==> config.mk <==
export PLATFORM = sky130hd
export DESIGN_NAME = alu_issue_ctrl
export DESIGN_NICKNAME = d
export VERILOG_FILES = /design/src/rtl/alu_pkg.sv /design/src/rtl/regfile_8x16.sv /design/src/rtl/alu_issue_ctrl.sv
export SDC_FILE = /design/constraint.sdc
export NUM_CORES = 1
export LEC_CHECK = 0
export BUFFER_PORTS_ARGS = -buffer_cell sky130_fd_sc_hd__buf_4
export CAP_MARGIN = 20
export CORE_ASPECT_RATIO = 1.75
export CORE_UTILIZATION = 41
export DETAILED_ROUTE_END_ITERATION = 12
export GPL_TIMING_DRIVEN = 0
export HOLD_SLACK_MARGIN = 0.1
export SLEW_MARGIN = 10
export SYNTH_ARGS = -nofsm -noshare
export SYNTH_HDL_FRONTEND = slang
export SYNTH_SLANG_ARGS = --single-unit
export TNS_END_PERCENT = 100
==> constraint.sdc <==
create_clock -name clk -period 6.2 [get_ports clk]
set_clock_uncertainty 0.15 [all_clocks]
set_input_delay 0.93 -clock clk [delete_from_list [all_inputs] [get_ports clk]]
set_output_delay 0.93 -clock clk [all_outputs]
set_load 0.01 [all_outputs]
==> src/rtl/alu_pkg.sv <==
// Shared types and constants for the ALU issue controller: op codes,
// controller states, instruction field positions and default widths.
package alu_pkg;

  localparam int DW_DEFAULT    = 16;
  localparam int NREGS_DEFAULT = 8;

  // Instruction field positions: [15:12] op, [11:9] rd, [8:6] ra, [5:3] rb,
  // and for LDI the low nine bits [8:0] carry the immediate.
  localparam int OP_MSB  = 15;
  localparam int OP_LSB  = 12;
  localparam int RD_MSB  = 11;
  localparam int RD_LSB  = 9;
  localparam int RA_MSB  = 8;
  localparam int RA_LSB  = 6;
  localparam int RB_MSB  = 5;
  localparam int RB_LSB  = 3;
  localparam int IMM_MSB = 8;
  localparam int IMM_LSB = 0;
  localparam int IMM_W   = IMM_MSB - IMM_LSB + 1;

  // ALU select value that makes the ALU output zero.
  localparam logic [3:0] SEL_ZERO = 4'd11;

  typedef enum logic [3:0] {
    OP_PASSA = 4'd0,
    OP_PASSB = 4'd1,
    OP_ADD   = 4'd2,
    OP_SUB   = 4'd3,
    OP_MUL   = 4'd4,
    OP_DIV   = 4'd5,
    OP_AND   = 4'd6,
    OP_OR    = 4'd7,
    OP_XOR   = 4'd8,
    OP_SHL   = 4'd9,
    OP_SHR   = 4'd10,
    OP_NOP11 = 4'd11,
    OP_NOP12 = 4'd12,
    OP_NOP13 = 4'd13,
    OP_NOP14 = 4'd14,
    OP_LDI   = 4'd15
  } alu_op_e;

  typedef enum logic [1:0] {
    S_IDLE = 2'd0,
    S_READ = 2'd1,
    S_EXEC = 2'd2,
    S_WB   = 2'd3
  } issue_state_e;

  // Codes 11..14 do nothing: no writeback, no flag update.
  function automatic logic is_nop(alu_op_e op);
    return (op >= OP_NOP11) && (op <= OP_NOP14);
  endfunction

endpackage

==> src/rtl/regfile_8x16.sv <==
// Register file for the issue controller: two asynchronous operand read
// ports, one asynchronous debug read port, one synchronous write port.
// Asynchronous reset clears every entry.
module regfile_8x16
  import alu_pkg::*;
#(
  parameter int NREGS = NREGS_DEFAULT,
  parameter int DW    = DW_DEFAULT
) (
  input  logic                     clk,
  input  logic                     rst,
  input  logic                     we_i,
  input  logic [$clog2(NREGS)-1:0] waddr_i,
  input  logic [DW-1:0]            wdata_i,
  input  logic [$clog2(NREGS)-1:0] raddr_a_i,
  output logic [DW-1:0]            rdata_a_o,
  input  logic [$clog2(NREGS)-1:0] raddr_b_i,
  output logic [DW-1:0]            rdata_b_o,
  input  logic [$clog2(NREGS)-1:0] dbg_addr_i,
  output logic [DW-1:0]            dbg_data_o
);

  logic [DW-1:0] regs_q [NREGS];

  // Storage: cleared on reset, single write port.
  always_ff @(posedge clk or posedge rst) begin
    if (rst) begin
      for (int i = 0; i < NREGS; i++) begin
        regs_q[i] <= '0;
      end
    end else if (we_i) begin
      regs_q[waddr_i] <= wdata_i;
    end
  end

  assign rdata_a_o  = regs_q[raddr_a_i];
  assign rdata_b_o  = regs_q[raddr_b_i];
  assign dbg_data_o = regs_q[dbg_addr_i];

endmodule

==> src/rtl/alu_issue_ctrl.sv <==
// Issue controller in front of the combinational ALU. Accepts one
// instruction per valid/ready handshake, reads operands, drives the ALU,
// captures its result and writes it back (IDLE -> READ -> EXEC -> WB).
// Optional feature macro: ALU_ISSUE_FLAGS_EN adds zero/negative flags of
// the last written value on outputs flag_z / flag_n.
module alu_issue_ctrl
  import alu_pkg::*;
#(
  parameter int NREGS = NREGS_DEFAULT,
  parameter int DW    = DW_DEFAULT
) (
  input  logic                     clk,
  input  logic                     rst,
  input  logic                     in_valid,
  output logic                     in_ready,
  input  logic [15:0]              instr,
  output logic [DW-1:0]            alu_a,
  output logic [DW-1:0]            alu_b,
  output logic [3:0]               alu_sel,
  input  logic [DW-1:0]            alu_result,
  output logic                     wb_valid,
  output logic [$clog2(NREGS)-1:0] wb_addr,
  output logic [DW-1:0]            wb_data,
  input  logic [$clog2(NREGS)-1:0] dbg_addr,
  output logic [DW-1:0]            dbg_data
`ifdef ALU_ISSUE_FLAGS_EN
  ,
  output logic                     flag_z,
  output logic                     flag_n
`endif
);

  localparam int AW = $clog2(NREGS);

  issue_state_e  state_q, state_d;
  logic [15:0]   instr_q;
  logic [DW-1:0] alu_a_q, alu_b_q;
  logic [3:0]    alu_sel_q;
  logic [DW-1:0] result_q;

  alu_op_e       op;
  logic [AW-1:0] rd, ra, rb;
  logic [DW-1:0] rdata_a, rdata_b;
  logic [DW-1:0] opa_d, opb_d;
  logic [3:0]    sel_d;
  logic          accept;
  logic          wr_en;

  // Field decode of the latched instruction.
  assign op = alu_op_e'(instr_q[OP_MSB:OP_LSB]);
  assign rd = instr_q[RD_MSB:RD_LSB];
  assign ra = instr_q[RA_MSB:RA_LSB];
  assign rb = instr_q[RB_MSB:RB_LSB];

  regfile_8x16 #(
    .NREGS (NREGS),
    .DW    (DW)
  ) u_regfile (
    .clk        (clk),
    .rst        (rst),
    .we_i       (wr_en),
    .waddr_i    (rd),
    .wdata_i    (result_q),
    .raddr_a_i  (ra),
    .rdata_a_o  (rdata_a),
    .raddr_b_i  (rb),
    .rdata_b_o  (rdata_b),
    .dbg_addr_i (dbg_addr),
    .dbg_data_o (dbg_data)
  );

  // State register.
  always_ff @(posedge clk or posedge rst) begin
    if (rst) begin
      state_q <= S_IDLE;
    end else begin
      state_q <= state_d;
    end
  end

  // Next-state and handshake: only IDLE accepts; every instruction,
  // NOPs included, walks the full four-state sequence.
  always_comb begin
    state_d  = state_q;
    in_ready = 1'b0;
    unique case (state_q)
      S_IDLE: begin
        in_ready = 1'b1;
        if (in_valid) begin
          state_d = S_READ;
        end
      end
      S_READ:  state_d = S_EXEC;
      S_EXEC:  state_d = S_WB;
      S_WB:    state_d = S_IDLE;
      default: state_d = S_IDLE;
    endcase
  end

  assign accept = in_valid && in_ready;

  // ALU drive values: register operands for ops 0-10, a zero-extended
  // immediate through PASSB for LDI, a zero-producing select for NOPs.
  always_comb begin
    opa_d = rdata_a;
    opb_d = rdata_b;
    sel_d = instr_q[OP_MSB:OP_LSB];
    if (op == OP_LDI) begin
      opa_d = '0;
      opb_d = {{(DW-IMM_W){1'b0}}, instr_q[IMM_MSB:IMM_LSB]};
      sel_d = OP_PASSB;
    end else if (is_nop(op)) begin
      sel_d = SEL_ZERO;
    end
  end

  // Instruction latch on handshake.
  always_ff @(posedge clk or posedge rst) begin
    if (rst) begin
      instr_q <= '0;
    end else if (accept) begin
      instr_q <= instr;
    end
  end

  // ALU input registers: loaded leaving READ, held at all other times so
  // the ALU sees stable inputs throughout EXEC.
  always_ff @(posedge clk or posedge rst) begin
    if (rst) begin
      alu_a_q   <= '0;
      alu_b_q   <= '0;
      alu_sel_q <= '0;
    end else if (state_q == S_READ) begin
      alu_a_q   <= opa_d;
      alu_b_q   <= opb_d;
      alu_sel_q <= sel_d;
    end
  end

  // Result capture at the end of EXEC.
  always_ff @(posedge clk or posedge rst) begin
    if (rst) begin
      result_q <= '0;
    end else if (state_q == S_EXEC) begin
      result_q <= alu_result;
    end
  end

  assign wr_en    = (state_q == S_WB) && !is_nop(op);

  assign alu_a    = alu_a_q;
  assign alu_b    = alu_b_q;
  assign alu_sel  = alu_sel_q;
  assign wb_valid = wr_en;
  assign wb_addr  = rd;
  assign wb_data  = result_q;

`ifdef ALU_ISSUE_FLAGS_EN
  logic flag_z_q, flag_n_q;

  // Flags follow each real writeback and hold across NOPs.
  always_ff @(posedge clk or posedge rst) begin
    if (rst) begin
      flag_z_q <= 1'b0;
      flag_n_q <= 1'b0;
    end else if (wr_en) begin
      flag_z_q <= (result_q == '0);
      flag_n_q <= result_q[DW-1];
    end
  end

  assign flag_z = flag_z_q;
  assign flag_n = flag_n_q;
`endif

endmodule

==> results.md <==
* Share of cells above drive strength 1 at between 50% and 60%
* CTS tree: yes
* Synth Area in Compound Gates at approximately 3%
* Vias in the first global route at 7527
* Pwr/cell area at 574 mW/mm^2
* Setup crit end kind: output pin
* Gr usage total at 25.8%
* Post-DP HPWL at around 22 mm
* Setup bufs post-CTS at 0
* Final antenna-violating net count at 0
* Worst vdd ir at 0.000253 V
* Top FF cell, synth: dfrtp_1
* Critical path arrival at 3180 ps
* Finish-stage setup viols at 0
* Core area at 0.0253 sq mm
* Total number of vias at 6853
* Post-synth top cells: dfrtp_1 (198), mux2_2 (138), mux4_2 (96)
* Place WS at 1930 ps
* Area Growth Syn to Fin at 18.2%
* DP Cell Count at 1107
* #FFs+latches synth at 198
* Diodes inserted at 0
* Startpoint Class: primary input
* Rows at 77
* CTS H-Tree Depth at 4
* CTS Buf Count at 17
* MaxCap Viol Count at 0
* Clock Latency Late Sink at approximately 460 ps
* Nets at ~850
* Drt initial violations at between 400 and 500
* Multiplexer area fraction after synthesis at 43.4%
* Largest net degree at the start of global routing at 40
* First-pass GRT wire length at 48.1 mm
* Most numerous cell on the critical path: buf_2
* Drt wl/cell at between 20 and 30 microns
* Top cells by area, synth: dfrtp_1 (47%), mux4_2 (20%), mux2_2 (15%)
* Slew HR at 25.0%
* Peak Freq at 235 MHz
* FFs w/ async S/R, synth at 100%
* CP required at 5120 ps
* Leak at 0.00560 uW
* Mean number of vias per cell at 6.01
* Initial antenna violation count at 0
* Non-Filler Instances at 1140
* Clk buf depth at 2
* Post-synth design cell area at 0.0106 sq mm
* Final hold vios at 0
* Adder-Cell Fraction of Synth Area at 0.589%
* Horiz. Die Dim at 124 microns
* CP Class: primary input to output pin
* Starting Density at 41.9%
* Main combinational cell family by area after synthesis: multiplexers
* Buffers on Ports at 107
* Final TNS setup at 0 ps
* GRT Residual Overflow at 0
* I/O pins at 111
* RSZ-0062 raised after global routing: false
* Util after Layout at 49.5%
* Post-cts sizing count at 0
* Slew at the pin closest to its max-slew limit at 1120 ps
* Register area share after synthesis at 46.7%
* Die Span Y at 215 microns
* Slowest CP cell: clkbuf_1
* Synthesized net count at 721
* Simple-Gate Fraction of Synth Area at 2.24%
* Root Driver: clkbuf_16
* Post-synth top area share at 46.7%
* Final wirelength at 31.9 mm
* Largest area contributor in the netlist: dfrtp_1
* Max Slew Vio Count at 0
* Gpl congestion at 0.819
* EDFF count, synth at 0
* DRT Pass-1 Iters at 5
* Post-Synth XOR/XNOR Area at 0%
* CP delay by family, top: buffers and inverters
* Cells after synthesis at 678
* Outcome: complete, no violations
* Most common cell in the netlist: dfrtp_1
* Worst path cell trace: clkbuf_1 > buf_2 > buf_2 > mux4_2 > mux2_2 > buf_4
* CP bufs+invs at 4
* Post-route setup slack at between 1500 and 2000 ps
* Hold_buf cts at 0
* Synthesized area per cell at 15.7 sq um
* Crit-path max FO at 10
* Reg clk slew, reported paths at 70 ps
* Synth warn at 0
* Fin crit period at 4260 ps
* Crit path largest cell delay at 490 ps
* Final period util at 68.7%
* Synth unique cells at 35
* Remaining DRCs at 0
* Die ar. at 0.0266 sq mm
* Worst Hold Class: register to register
* Final hold slack at 369 ps
* Sink Count at 198
## cell usage in the layout (no fill, tap or decap), types with 2 or more instances in the layout
cell type	instances
mux2_4	40
nand2_1	7
clkbuf_1	21
buf_12	7
or4_1	2
a31oi_1	5
o22ai_1	26
o21ai_0	9
a21oi_1	7
buf_6	5
mux2i_1	29
clkinv_2	4
clkinvlp_4	2
nor2b_1	7
bufinv_16	2
clkbuf_16	17
nor3_2	2
inv_1	31
nor2_1	2
mux4_2	96
buf_1	5
nor4b_4	2
nand3_1	2
buf_2	25
dfrtp_1	198
ha_1	5
clkbuf_8	4
or4b_1	2
mux2_2	138
buf_4	110
## worst reg2reg max path, stage by stage, from the launching register on
cell and delay, ps:
dfrtp_1 470, nand4_1 370, nand2_1 200, clkbuf_1 510, clkbuf_1 830, o22ai_1 210
## logic make-up (layout without fill, tap and decap cells)
group	count (synthesis)	in the layout
flip-flops	198	198
adder cells (fa/ha/maj)	5	5
AO/OA/AOI/OAI	51	51
AND/OR/NAND/NOR	32	32
multiplexers	303	303
buffers and inverters	89	235
## sequential cells by signal, indices dropped and copies added (netlist names)
name and flops:
wb_data 16, instr_q 16, alu_a 16, alu_b 16, alu_sel 4, state_q 2
u_regfile.regs_q 128
## final timing paths
path                        startpoint  cells after the start     endpoint  slack (ps)
max                        dbg_addr[0]                      6  dbg_data[5]        1940
min                         instr_q[1]                      1   instr_q[1]         370
max reg2reg                instr_q[14]                      5     alu_a[2]        3290
min reg2reg                 instr_q[1]                      1   instr_q[1]         370
max in group asynchronous          rst                      6    alu_b[14]        4230
min in group asynchronous          rst                      2   instr_q[1]         380
## final cells by class
class	instances	area [sq um]
timing repair buffer	114	942
buffer	57	319
fill	2181	12800
multi-input combinational	391	5230
sequential	198	4950
clock buffer	24	492
inverter	32	124
clock inverter	8	96.3
tap	316	395
## routing by layer
metal,track usage [%],up-vias,part of all wire (%)
met1,28.9,3643,35
met3,5.20,89,5.1
met2,43.4,258,53
met5,0,-,0
met4,16.7,0,6.1
li1,-,2863,-
## per-stage QoR
step	cell area, sq um	total power [uW]
after floorplan	10600	4780
after global placement	11800	5940
after detailed placement	11900	6080
after CTS	12500	7230
after global routing	12500	7560
final	12500	7200
## power by group
part	total [uW]	leakage, uW	switching (uW)	internal, uW
Sequential	2540	0.00247	646	1890
Combinational	3520	0.00284	1560	1970
Clock	1140	0.000290	502	636
Total	7200	0.00560	2710	4490
Note: power is estimated with default switching activity, not from simulation.
